## config.mk

```make
export PLATFORM = sky130hd
export DESIGN_NAME = mem_port_arbiter
export DESIGN_NICKNAME = d
export VERILOG_FILES = /design/src/rtl/mem_port_arbiter.sv
export SDC_FILE = /design/constraint.sdc
export NUM_CORES = 1
export LEC_CHECK = 0
export CORE_ASPECT_RATIO = 0.9
export CORE_UTILIZATION = 46
export DETAILED_ROUTE_END_ITERATION = 8
export PLACE_DENSITY = 0.91
export SETUP_SLACK_MARGIN = 0.02
export SLEW_MARGIN = 20
export SYNTH_ARGS = -nofsm -noshare
export SYNTH_HDL_FRONTEND = slang
export SYNTH_SLANG_ARGS = --single-unit
```

## constraint.sdc

```tcl
create_clock -name clock -period 5.98 [get_ports clock]
set_clock_uncertainty 0.05 [all_clocks]
set_input_delay 1.196 -clock clock [delete_from_list [all_inputs] [get_ports clock]]
set_output_delay 1.196 -clock clock [all_outputs]
set_load 0.01 [all_outputs]
```

## src/rtl/mem_port_arbiter.sv

```systemverilog
// ---------------------------------------------------------------------------
// mem_port_arbiter
//   Shares one single-ported memory between PROC_CNT processors using a
//   round-robin grant. One access is in flight at a time.
//
// Handshake (toggle req/ack):
//   A processor has a request pending while proc_req[i] != proc_ack[i]. It
//   starts a request by toggling proc_req[i]. It holds proc_we/addr/wdata
//   stable until proc_ack[i] toggles back to match. proc_ack[i] toggling marks
//   completion, and for reads proc_rdata slice i is valid from that cycle.
//
// Ports
//   clock, reset_n  : clock; asynchronous active-low reset
//   proc_req/ack    : per-processor request / completion toggles
//   proc_we         : per-processor write enable (1 = write)
//   proc_addr/wdata : flattened per-processor address / write data
//   proc_rdata      : flattened per-processor read data
//   mem_en          : one-cycle access strobe; mem_we qualifies it
//   mem_addr/wdata  : access address / write data, held until next grant
//   mem_rdata       : memory read data, MEM_LATENCY cycles after the strobe
//   busy            : arbiter is not idle
//   grant_idx       : processor being served, or last served
//   dbg_state       : current FSM state encoding
// ---------------------------------------------------------------------------
module mem_port_arbiter #(
  parameter int PROC_CNT    = 4,
  parameter int ADDR_W      = 8,
  parameter int DATA_W      = 8,
  parameter int MEM_LATENCY = 1
) (
  input  logic                         clock,
  input  logic                         reset_n,
  input  logic [PROC_CNT-1:0]          proc_req,
  input  logic [PROC_CNT-1:0]          proc_we,
  input  logic [PROC_CNT*ADDR_W-1:0]   proc_addr,
  input  logic [PROC_CNT*DATA_W-1:0]   proc_wdata,
  output logic [PROC_CNT-1:0]          proc_ack,
  output logic [PROC_CNT*DATA_W-1:0]   proc_rdata,
  output logic                         mem_en,
  output logic                         mem_we,
  output logic [ADDR_W-1:0]            mem_addr,
  output logic [DATA_W-1:0]            mem_wdata,
  input  logic [DATA_W-1:0]            mem_rdata,
  output logic                         busy,
  output logic [$clog2(PROC_CNT)-1:0]  grant_idx,
  output logic [1:0]                   dbg_state
);

  localparam int GW = $clog2(PROC_CNT);
  localparam int CW = $clog2(MEM_LATENCY + 1);

  typedef enum logic [1:0] {
    S_IDLE   = 2'd0,
    S_STROBE = 2'd1,
    S_WAIT   = 2'd2
  } state_t;

  state_t                      r_state;
  state_t                      w_next;
  logic [PROC_CNT-1:0]         r_ack;
  logic [PROC_CNT*DATA_W-1:0]  r_rdata;
  logic                        r_we;
  logic [ADDR_W-1:0]           r_addr;
  logic [DATA_W-1:0]           r_wdata;
  logic [GW-1:0]               r_grant;
  logic [CW-1:0]               r_cnt;

  logic [PROC_CNT-1:0]         w_pending;
  logic                        w_any;
  logic [GW-1:0]               w_win;
  logic [GW-1:0]               w_cand;
  logic                        w_wait_done;

  assign w_pending   = proc_req ^ r_ack;
  assign w_wait_done = (r_cnt == CW'(1));

  // Round-robin search: start one past the last grant and walk upward with
  // an explicit wrap, so the last-served processor is considered last.
  always_comb begin
    w_any  = 1'b0;
    w_win  = r_grant;
    w_cand = r_grant;
    for (int k = 0; k < PROC_CNT; k++) begin
      if (w_cand == GW'(PROC_CNT - 1)) begin
        w_cand = '0;
      end else begin
        w_cand = w_cand + GW'(1);
      end
      if (!w_any && w_pending[w_cand]) begin
        w_any = 1'b1;
        w_win = w_cand;
      end
    end
  end

  always_comb begin
    w_next = r_state;
    case (r_state)
      S_IDLE:   if (w_any) w_next = S_STROBE;
      S_STROBE: w_next = r_we ? S_IDLE : S_WAIT;
      S_WAIT:   if (w_wait_done) w_next = S_IDLE;
      default:  w_next = S_IDLE;
    endcase
  end

  always_ff @(posedge clock or negedge reset_n) begin
    if (!reset_n) begin
      r_state <= S_IDLE;
    end else begin
      r_state <= w_next;
    end
  end

  always_ff @(posedge clock or negedge reset_n) begin
    if (!reset_n) begin
      r_ack   <= '0;
      r_rdata <= '0;
      r_we    <= 1'b0;
      r_addr  <= '0;
      r_wdata <= '0;
      r_grant <= GW'(PROC_CNT - 1);
      r_cnt   <= '0;
    end else begin
      case (r_state)
        S_IDLE: begin
          if (w_any) begin
            r_grant <= w_win;
            r_we    <= proc_we[w_win];
            r_addr  <= proc_addr[int'(w_win)*ADDR_W +: ADDR_W];
            r_wdata <= proc_wdata[int'(w_win)*DATA_W +: DATA_W];
          end
        end
        S_STROBE: begin
          if (r_we) begin
            r_ack[r_grant] <= ~r_ack[r_grant];
          end else begin
            r_cnt <= CW'(MEM_LATENCY);
          end
        end
        S_WAIT: begin
          r_cnt <= r_cnt - CW'(1);
          // Counter reaching zero coincides with mem_rdata being valid.
          if (w_wait_done) begin
            r_rdata[int'(r_grant)*DATA_W +: DATA_W] <= mem_rdata;
            r_ack[r_grant] <= ~r_ack[r_grant];
          end
        end
        default: begin
        end
      endcase
    end
  end

  assign proc_ack   = r_ack;
  assign proc_rdata = r_rdata;
  assign mem_en     = (r_state == S_STROBE);
  assign mem_we     = r_we;
  assign mem_addr   = r_addr;
  assign mem_wdata  = r_wdata;
  assign busy       = (r_state != S_IDLE);
  assign grant_idx  = r_grant;
  assign dbg_state  = r_state;

endmodule

```

After elaboration in Yosys (flattened, before gate mapping):

Cells that the tools add are included.

* register bits after elaboration: 58
* logic and storage cells: 89
* output and inout port bits: 59
* bits of input ports: 82

* mux-type cells: 37
* bitwise operators: 2
* shifts and indexed selects: 4
* reductions and logical operators: 15
* $add $sub $neg: 6
* equality and inequality tests: 10
* order comparisons: 7

Operators with widths (count)
* $shiftx A32 B6 Y8: 2
* $neg A5 Y33: 1
* $shift A8 B33 Y32 const A: 1
* $shiftx A8 B33 Y32: 1
* $bwmux W32: 1
* $mux W2: 11
* $lt A2 B3 Y1 const B: 6
* $bmux W1 S2: 6
* $mux W1: 12
* $eq A2 B2 Y1 const B: 5
* $add A2 B1 Y2 const B: 4
* $mux W4: 2
* $pmux W4 S2: 1
* $reduce_and A2 Y1: 4
* $ne A2 B2 Y1 const B: 3
* $pmux W2 S3: 1
* $bwmux W4: 1
* $logic_and A1 B1 Y1: 4
* $reduce_bool A2 Y1: 2
* $xor A4 B4 Y4: 1
* $logic_not A1 Y1: 3
* $reduce_and A3 Y1: 1
* $demux W1 S2: 1
* $eq A2 B1 Y1 const B: 1
* other kinds (6): 6

Depth between registers and ports, before layout:

Gate-level depths: netlist (run 1).

* word-level depth: 16
* depth in mapped cells: 12
* mapped depth without buffers: 8

Least setup slack after synthesis (run 1):

Ideal clock, no wire load.

* kind: input to register
* from: input port proc_req[3]
* to: register r_addr[1], in the netlist mem_addr[1]
* required time: 5.798 ns
* path slack: 2.919 ns
* cell stages on the path: 9
* arrival: 2.879 ns
* setup time: 0.132 ns
* buffers on the path: 2
* cell sequence: xnor2_1 nor2_1 a221oi_1 o21ai_0 a21oi_1 buf_4 buf_4 mux2i_1 o221ai_2

* word-level cells in the longest chain between the ends: 14
* elaborated cells on any way between the ends: 25
* those cells by class: 1 x shift; 16 x mux; 1 x bitwise; 7 x reduce/logical

RTL lines
* start: declaration: RTL line 33 `input logic [PROC_CNT-1:0] proc_req,`
* $xor A4 B4 Y4 (*): RTL line 74 `assign w_pending = proc_req ^ r_ack;`
* $bmux W1 S2: RTL line 89 `if (!w_any && w_pending[w_cand]) begin`
* $mux W1 (implied by the code): RTL line 89
* $mux W1: RTL line 89
* $logic_not A1 Y1: RTL line 89
* $logic_and A1 B1 Y1: RTL line 89
* $mux W1: RTL line 89
* $logic_not A1 Y1: RTL line 89
* $logic_and A1 B1 Y1: RTL line 89
* $mux W1: RTL line 89
* $logic_not A1 Y1: RTL line 89
* $logic_and A1 B1 Y1: RTL line 89
* $mux W2 or $mux W1 (tied branches): RTL line 89
* $shiftx A32 B6 Y8 or $reduce_and A2 Y1 (tied branches)
* end signal: assignment: RTL line 129 `r_addr <= proc_addr[int'(w_win)*ADDR_W +: ADDR_W];`
* end: declaration: RTL line 63 `logic [ADDR_W-1:0] r_addr;`

Every way passes the cells marked *; elsewhere a longest branch is shown, timed or not. The select of a mux whose other input is x is not followed.
A chain may end at the register's enable or synchronous reset.

Worst setup path in the final report (run 1):

* from: input port proc_req[3]
* to: register r_wdata[5], in the netlist mem_wdata[5]

* word-level cells in the longest chain between the ends: 14
* elaborated cells on any way between the ends: 25
* those cells by class: 1 x shift; 16 x mux; 1 x bitwise; 7 x reduce/logical

RTL lines
* $xor A4 B4 Y4 (*): RTL line 74
* $bmux W1 S2: RTL line 89
* $mux W1 (implied by the code): RTL line 89
* $mux W1: RTL line 89
* $logic_not A1 Y1: RTL line 89
* $logic_and A1 B1 Y1: RTL line 89
* $mux W1: RTL line 89
* $logic_not A1 Y1: RTL line 89
* $logic_and A1 B1 Y1: RTL line 89
* $mux W1: RTL line 89
* $logic_not A1 Y1: RTL line 89
* $logic_and A1 B1 Y1: RTL line 89
* $mux W2 or $mux W1 (tied branches): RTL line 89
* $shiftx A32 B6 Y8 or $reduce_and A2 Y1 (tied branches)
* end signal: assignment: RTL line 130 `r_wdata <= proc_wdata[int'(w_win)*DATA_W +: DATA_W];`
* end: declaration: RTL line 64 `logic [DATA_W-1:0] r_wdata;`

Marked as above.

==> key figures, run 1 <==
Power
  – Clock share of power: 13.7%
  – Leakage: 2.03 nW
  – Sw power: 1.35 mW
  – Sw frac: 42.5%
  – Pwr/cell area: 646 mW/mm²
  – Register share of total power: 23.8%
  – Maximum vdd drop: 0.408 mV
  – Cell internal pwr: 1.83 mW
  – Comb pwr share: 62.4%

Routing
  – Via density per instance: 5.34
  – Vias after detailed routing: 3026
  – Drt drc: 0
  – 1st-iter DRT viols: 194
  – Initial DRT Pass Iterations: 4
  – Detail Route Antenna Nets: 0
  – Wire per inst: 15.7 µm
  – Drt total wl: 8.90 mm

Finish
  – Filler instances: 504
  – # diodes: 0
  – Layout Nets: 562
  – Utilization after layout: 73.0%
  – Fraction of layout cells with a size suffix above 1: 8.81%
  – Area growth from synthesis to layout: 50.5%
  – Cell Count, Final, Fillers Out: 567

GRT
  – Largest net degree at the start of global routing: 59
  – Grt peak-use layer: met2
  – First-pass GRT wire length: 14.6 mm
  – Met3 usage: 6.57%
  – Met1 global-route usage: 29.0%
  – GRT Util Overall: 25.3%
  – Vias in the first global route: 3087
  – Remaining Overflow, GRT: 0
  – Antenna violations before repair: 0
  – Met2 usage: 46.3%

Min path
  – Hold Path Cell Cnt: 2
  – Min-delay src: proc_rdata[14]
  – Tightest Hold Check Type: reg2reg
  – WHS Endpoint: proc_rdata[14]

Placement
  – Port Buf Inserts: 140
  – Dpl ws: 1.75 ns
  – Cells after DPL: 551
  – Hpwl dp: 6.70 mm
  – GPL Wtd Cong: 0.886

Critical path
  – Critical path class: in2reg
  – Reg2reg start: grant_idx[0]
  – Levels on crit path: 6
  – Reg2Reg Depth: 8
  – Crit-path cells: clkdlybuf4s50_1 > xnor2_1 > and2_1 > a21o_1 > or2_1 > o221ai_1
  – FF-to-FF End: mem_wdata[5]
  – CP delay by family, top: simple AND/OR/NAND/NOR gates
  – Worst EP required: 6.11 ns
  – Slowest CP cell: or2_1
  – Worst Path Buf+Inv: 1
  – Type of origin of the critical path: input pin
  – CP peak stage delay: 0.74 ns
  – Arr. time, crit path: 4.01 ns
  – Crit end category: flop
  – Critical Path Fanout Max: 21
  – Reg2reg setup slack: 2.40 ns

Yosys
  – Synth Warn #: 0
  – Synth top area cells: dfrtp_1 (43%), mux2i_1 (11%), nand2_1 (11%), o21ai_0 (6.1%), o221ai_2 (4.6%)
  – Syn Nets: 425
  – Seq/Total Area, Yosys: 44.5%
  – Area leader, netlist: dfrtp_1
  – Post-synth EDFFs: 0
  – Synth top area share: 42.9%
  – Mapped cell area: 0.00327 mm²
  – Synth async-reset ratio: 100%
  – Seq cells post-synth: 58
  – Top FF cell, synth: dfrtp_1
  – Post-Syn Instances: 335
  – Yosys cell types: 40
  – Syn avg cell area: 9.75 µm²

STA
  – Endpoints failing setup: 0
  – Min Tclk post-route: 3.88 ns
  – Final WS setup: 2.10 ns
  – F_max: 258 MHz
  – Crit share post-route: 64.9%
  – Pins Over Slew Limit: 0
  – Setup_tns: 0 ns
  – WHS: 0.437 ns
  – Unrepaired setup endpoints after global routing: false
  – Hold Violations, Final: 0
  – Worst-Margin Slew: 0.910 ns
  – Slew margin rel.: 39.2%

Status
  – Run status: finished clean

Floorplanning
  – FP Rows: 28
  – IO Count: 141
  – Core region area: 0.00673 mm²
  – Die W: 90.8 µm
  – Initial core utilization: 48.5%
  – Die area: 0.00744 mm²
  – Die H: 81.9 µm

Clocking
  – CTS tree: built
  – Post-CTS Repair Setup Buffers: 0
  – Root Buffer: clkbuf_8
  – Reg clk slew, reported paths: 0.07 ns
  – Clk Latency, worst-skew pair: 0.33 ns
  – Post_cts resized: 0
  – Hold-fix buffers at CTS: 0
  – Clock Sinks: 58
  – H-tree Lvls: 3
  – CTS Buf Count: 9
  – Max Root-Sink Buffers: 2

Flow run
  – Max Cap Viol: 0
[power by group through the flow]
stage | clock network [mW] | logic [mW] | registers, mW
2_1_floorplan | 0 | 1.33 | 0.810
3_3_place_gp | 0 | 1.92 | 0.751
3_5_place_dp | 0 | 1.98 | 0.757
4_1_cts | 0.442 | 1.99 | 0.756
5_1_grt | 0.457 | 2.16 | 0.783
6_report | 0.436 | 1.98 | 0.756
[worst max path at each step]
stage                           start           end  slack, ns
after floorplan           proc_req[3]   mem_addr[1]       2.92
final                     proc_req[3]  mem_wdata[5]       2.10
after global routing      proc_req[3]  mem_wdata[5]       1.81
after detailed placement  proc_req[3]  mem_wdata[3]       1.75
after global placement    proc_req[1]  mem_wdata[6]       1.87
after CTS                 proc_req[3]  mem_wdata[5]       2.09
[per-stage QoR]
stage	power (mW)	area, µm²
finish	3.17	4910
global route	3.40	4910
CTS	3.19	4910
detailed placement	2.74	4670
global placement	2.67	4670
floorplan	2.14	3270
[cells in the mapped netlist (all sizes together) (3+ instances only)]
| library cell | instances |
|---|---|
| a21oi | 6 |
| buf | 9 |
| clkbuf | 7 |
| dfrtp | 56 |
| ha | 8 |
| inv | 5 |
| mux2 | 5 |
| mux2i | 37 |
| nand2 | 98 |
| nor2 | 6 |
| nor3 | 4 |
| nor3b | 3 |
| o21ai | 40 |
| o221ai | 18 |
| or2 | 3 |
| xnor2 | 4 |
| xor2 | 3 |
[flip-flops by register name, indices dropped and copies added, names as in the netlist]
| register | cells |
|---|---|
| r_cnt | 1 |
| mem_addr | 8 |
| proc_rdata | 32 |
| dbg_state | 2 |
| proc_ack | 4 |
| mem_wdata | 8 |
| grant_idx | 2 |
| mem_we | 1 |
[layout by cell type (no fill, tap or decap), drive strengths merged, types with 4 or more instances in the layout]
| master | netlist | layout |
|---|---|---|
| mux2i | 37 | 37 |
| nor3 | 4 | 4 |
| nand2 | 98 | 98 |
| a21oi | 6 | 6 |
| clkbuf | 7 | 9 |
| inv | 5 | 5 |
| xnor2 | 4 | 4 |
| o221ai | 18 | 18 |
| o21ai | 40 | 40 |
| ha | 8 | 8 |
| nor2 | 6 | 6 |
| mux2 | 5 | 5 |
| dfrtp | 56 | 56 |
| clkdlybuf4s50 | 0 | 139 |
[cells by family after synthesis]
| kind of cell | Yosys count | share of synthesized area, % |
|---|---|---|
| AOI/OAI and AO/OA | 76 | 16.8 |
| xor gates and xnor gates | 7 | 1.88 |
| adders and majority gates | 8 | 3.07 |
| buffers and inverters | 21 | 4.52 |
| DFF | 58 | 44.5 |
| muxes | 43 | 13.8 |
| and+or+nand+nor | 122 | 15.4 |
[worst reg2reg max path: stages, from the launching register on]
cell      delay (ns)
dfstp_2         0.65
inv_1           0.21
ha_1            0.64
mux4_2          0.38
nand2_1         0.09
a21oi_1         0.08
o31ai_2         0.36
or2_1           0.71
o221ai_1        0.26
[routing by layer]
| metal | vias to the layer above | routed length (µm) |
|---|---|---|
| met4 | 0 | 118 |
| li1 | 1460 | - |
| met2 | 134 | 4570 |
| met3 | 12 | 614 |
| met5 | - | 0 |
| met1 | 1420 | 3600 |
[cell type report]
cell class | instances | area (µm²) | area share, %
multi-input cells | 256 | 1680 | 34.1
flip-flops and latches | 58 | 1450 | 29.6
repair buffers | 142 | 1410 | 28.7
clock buffers | 9 | 124 | 2.52
clock inverters | 7 | 118 | 2.39
well taps | 90 | 113 | 2.29
inverters | 5 | 18.8 | 0.382
Note: power is estimated with default switching activity, not from simulation.
==> inputs of run 2 (changes only) <==
--- a/config.mk
+++ b/config.mk
@@ -6,9 +6,9 @@
 export NUM_CORES = 1
 export LEC_CHECK = 0
 export CORE_ASPECT_RATIO = 0.9
-export CORE_UTILIZATION = 46
+export CORE_UTILIZATION = 39
 export DETAILED_ROUTE_END_ITERATION = 8
-export PLACE_DENSITY = 0.91
+export PLACE_DENSITY = 0.83
 export SETUP_SLACK_MARGIN = 0.02
 export SLEW_MARGIN = 20
 export SYNTH_ARGS = -nofsm -noshare
==> constraint.sdc (replaced) <==
create_clock -name clock -period 3.3 [get_ports clock]
set_clock_uncertainty 0.05 [all_clocks]
set_input_delay 0.66 -clock clock [delete_from_list [all_inputs] [get_ports clock]]
set_output_delay 0.66 -clock clock [all_outputs]
set_load 0.01 [all_outputs]
==> key figures, run 2 (synthesized netlist as in run 1, its figures left out) <==
Clocking
  – Post-CTS Repair Setup Buffers: 0 (unchanged)
  – Hold-fix buffers at CTS: 0 (unchanged)
  – Post_cts resized: 0 (unchanged)
  – H-tree Lvls: 3 (unchanged)
  – Clk Latency, worst-skew pair: 0.34 ns (was 0.33 ns)
  – Reg clk slew, reported paths: 0.07 ns (about the same)
  – CTS Buf Count: 9 (unchanged)
  – Clock Sinks: 58 (unchanged)
  – Root Buffer: clkbuf_8 (unchanged)
  – Max Root-Sink Buffers: 2 (unchanged)
  – CTS tree: built (unchanged)

Critical path
  – Arr. time, crit path: 3.22 ns (was 4.01 ns)
  – Type of origin of the critical path: flop (was input pin)
  – Crit end category: flop (unchanged)
  – Worst EP required: 3.49 ns (was 6.11 ns)
  – Crit-path cells: inv_1 > ha_1 > mux4_2 > nand2_1 > a21oi_1 > o31ai_2 > nand2_2 > o221ai_1 (was clkdlybuf4s50_1 > xnor2_1 > and2_1 > a21o_1 > or2_1 > o221ai_1)
  – Critical Path Fanout Max: 17 (was 21)
  – Critical path class: reg2reg (was in2reg)
  – Launch point of the worst path: grant_idx[1] (was proc_req[3])
  – Reg2Reg Depth: 8 (unchanged)
  – FF-to-FF End: mem_wdata[2] (was mem_wdata[5])
  – Slowest CP cell: dfstp_2 (was or2_1)
  – CP peak stage delay: 0.66 ns (was 0.74 ns)
  – Reg2reg setup slack: 0.28 ns (was 2.40 ns)
  – Worst setup endpoint: mem_wdata[2] (was mem_wdata[5])
  – Reg2reg start: grant_idx[1] (was grant_idx[0])

Finish
  – Most frequent cells in the layout: clkdlybuf4s50_1 (139), nand2_1 (97), dfrtp_1 (56), o21ai_0 (40), mux2i_1 (37) (unchanged)
  – Area growth from synthesis to layout: 52.8% (was 50.5%)
  – Filler instances: 663 (was 504)
  – # diodes: 0 (unchanged)
  – Area of the multi-input gates: 0.00168 mm² (unchanged)
  – Cell Count, Final, Fillers Out: 586 (was 567)
  – Fraction of layout cells with a size suffix above 1: 10.5% (was 8.81%)
  – Commonest non-fill, non-tap cell in the layout: clkdlybuf4s50_1 (unchanged)
  – Register area: 0.00145 mm² (unchanged)
  – Layout Nets: 572 (was 562)
  – Max reg flops: 32 (unchanged)

Flow run
  – Max Cap Viol: 0 (unchanged)

STA
  – F_max: 331 MHz
  – Crit share post-route: 91.7%
  – Hold Violations, Final: 0 (unchanged)
  – Slew margin rel.: 46.5% (was 39.2%)
  – Pins Over Slew Limit: 0 (unchanged)
  – Unrepaired setup endpoints after global routing: false (unchanged)
  – Worst-Margin Slew: 0.801 ns (was 0.910 ns)
  – Endpoints failing setup: 0 (unchanged)
  – Min Tclk post-route: 3.02 ns
  – Setup_tns: 0 ns (unchanged)
  – WHS: 0.289 ns (was 0.437 ns)

GRT
  – Largest net degree at the start of global routing: 31 (was 59)
  – Antenna violations before repair: 0 (unchanged)
  – Remaining Overflow, GRT: 0 (unchanged)
  – First-pass GRT wire length: 14.7 mm (was 14.6 mm)
  – Vias in the first global route: 3091 (was 3087)
  – GRT Util Overall: 21.9% (was 25.3%)

Floorplanning
  – Die H: 88.8 µm (was 81.9 µm)
  – Core region area: 0.00807 mm² (was 0.00673 mm²)
  – FP Rows: 31 (was 28)
  – Initial core utilization: 40.5% (was 48.5%)
  – IO Count: 141 (unchanged)
  – Die W: 98.5 µm (was 90.8 µm)
  – Die area: 0.00874 mm² (was 0.00744 mm²)

Power
  – Leakage: 2.08 nW (was 2.03 nW)
  – Total power: 5.87 mW (was 3.17 mW)
  – Pwr/cell area: 1180 mW/mm² (was 646 mW/mm²)
  – Maximum vdd drop: 0.767 mV (was 0.408 mV)

Min path
  – Tightest Hold Check Type: in2async (was reg2reg)

Routing
  – Wire per inst: 15.9 µm (was 15.7 µm)
  – 1st-iter DRT viols: 238 (was 194)
  – Drt total wl: 9.32 mm (was 8.90 mm)
  – Drt drc: 7 (was 0)
  – Via density per instance: 5.26 (was 5.34)
  – Detail Route Antenna Nets: 0 (unchanged)
  – Initial DRT Pass Iterations: 9 (was 4)
  – Vias after detailed routing: 3080 (was 3026)

Status
  – Failing checks: design-rule violations
  – Run status: finished with violations (was finished clean)

Placement
  – GPL Wtd Cong: 0.867 (was 0.886)
  – Hpwl dp: 7.09 mm (was 6.70 mm)
  – Cells after DPL: 570 (was 551)
  – Port Buf Inserts: 140 (unchanged)
run 2: cell types whose count changed in the layout (fill, tap and decap cells not counted):
cell        before  now
buf_4            2   10
bufinv_16        3    1
clkbuf_1         0    1
clkbuf_8         9   11
buf_12           0    2
clkinvlp_4       3    2
run 2: cell type report:
| cell class | count | share of cell area, % |
|---|---|---|
| multi-input combinational | 256 | 33.6 |
| timing repair buffer | 152 | 30.3 |
| sequential | 58 | 29.1 |
| clock buffer | 12 | 3.11 |
| tap | 99 | 2.48 |
| clock inverter | 4 | 1.00 |
| inverter | 5 | 0.376 |
run 2: power by group:
| group | switching [mW] | internal [mW] |
|---|---|---|
| combinational | 1.90 | 1.92 |
| sequential | 0.285 | 1.09 |
| clock | 0.286 | 0.389 |
run 2: metal layers:
metal,global-route usage [%],wire length [µm],up-vias
met4,6.51,94,0
met3,8.61,880,9
met2,40.3,4720,149
met5,0,0,-
li1,-,-,1480
met1,23.6,3630,1442
run 2: worst min-delay path by stage:
stage	startpoint	endpoint	slack, ns
floorplan	reset_n	dbg_state[0]	0.31
global placement	proc_rdata[16]	proc_rdata[16]	0.41
detailed placement	proc_rdata[28]	proc_rdata[28]	0.42
CTS	reset_n	proc_rdata[6]	0.30
global route	reset_n	proc_rdata[0]	0.32
finish	reset_n	proc_rdata[0]	0.29
run 2: worst max-delay path, delay by kind of cell, from the launching register on:
family	cells	cell delay, ns
flops	1	0.66
compound gates	3	0.65
simple gates	2	0.43
fa+ha+maj	1	0.61
buf+inv	1	0.14
mux	1	0.37
run 2: per-stage QoR:
| stage | setup WS [ns] | utilization, % | cell area [µm²] |
|---|---|---|---|
| floorplan | 0.522 | - | 3270 |
| global placement | 0.189 | 59.3 | 4780 |
| detailed placement | 0.0579 | 59.3 | 4780 |
| CTS | 0.284 | 61.8 | 4990 |
| global route | 0.0883 | 61.8 | 4990 |
| finish | 0.275 | 61.8 | 4990 |
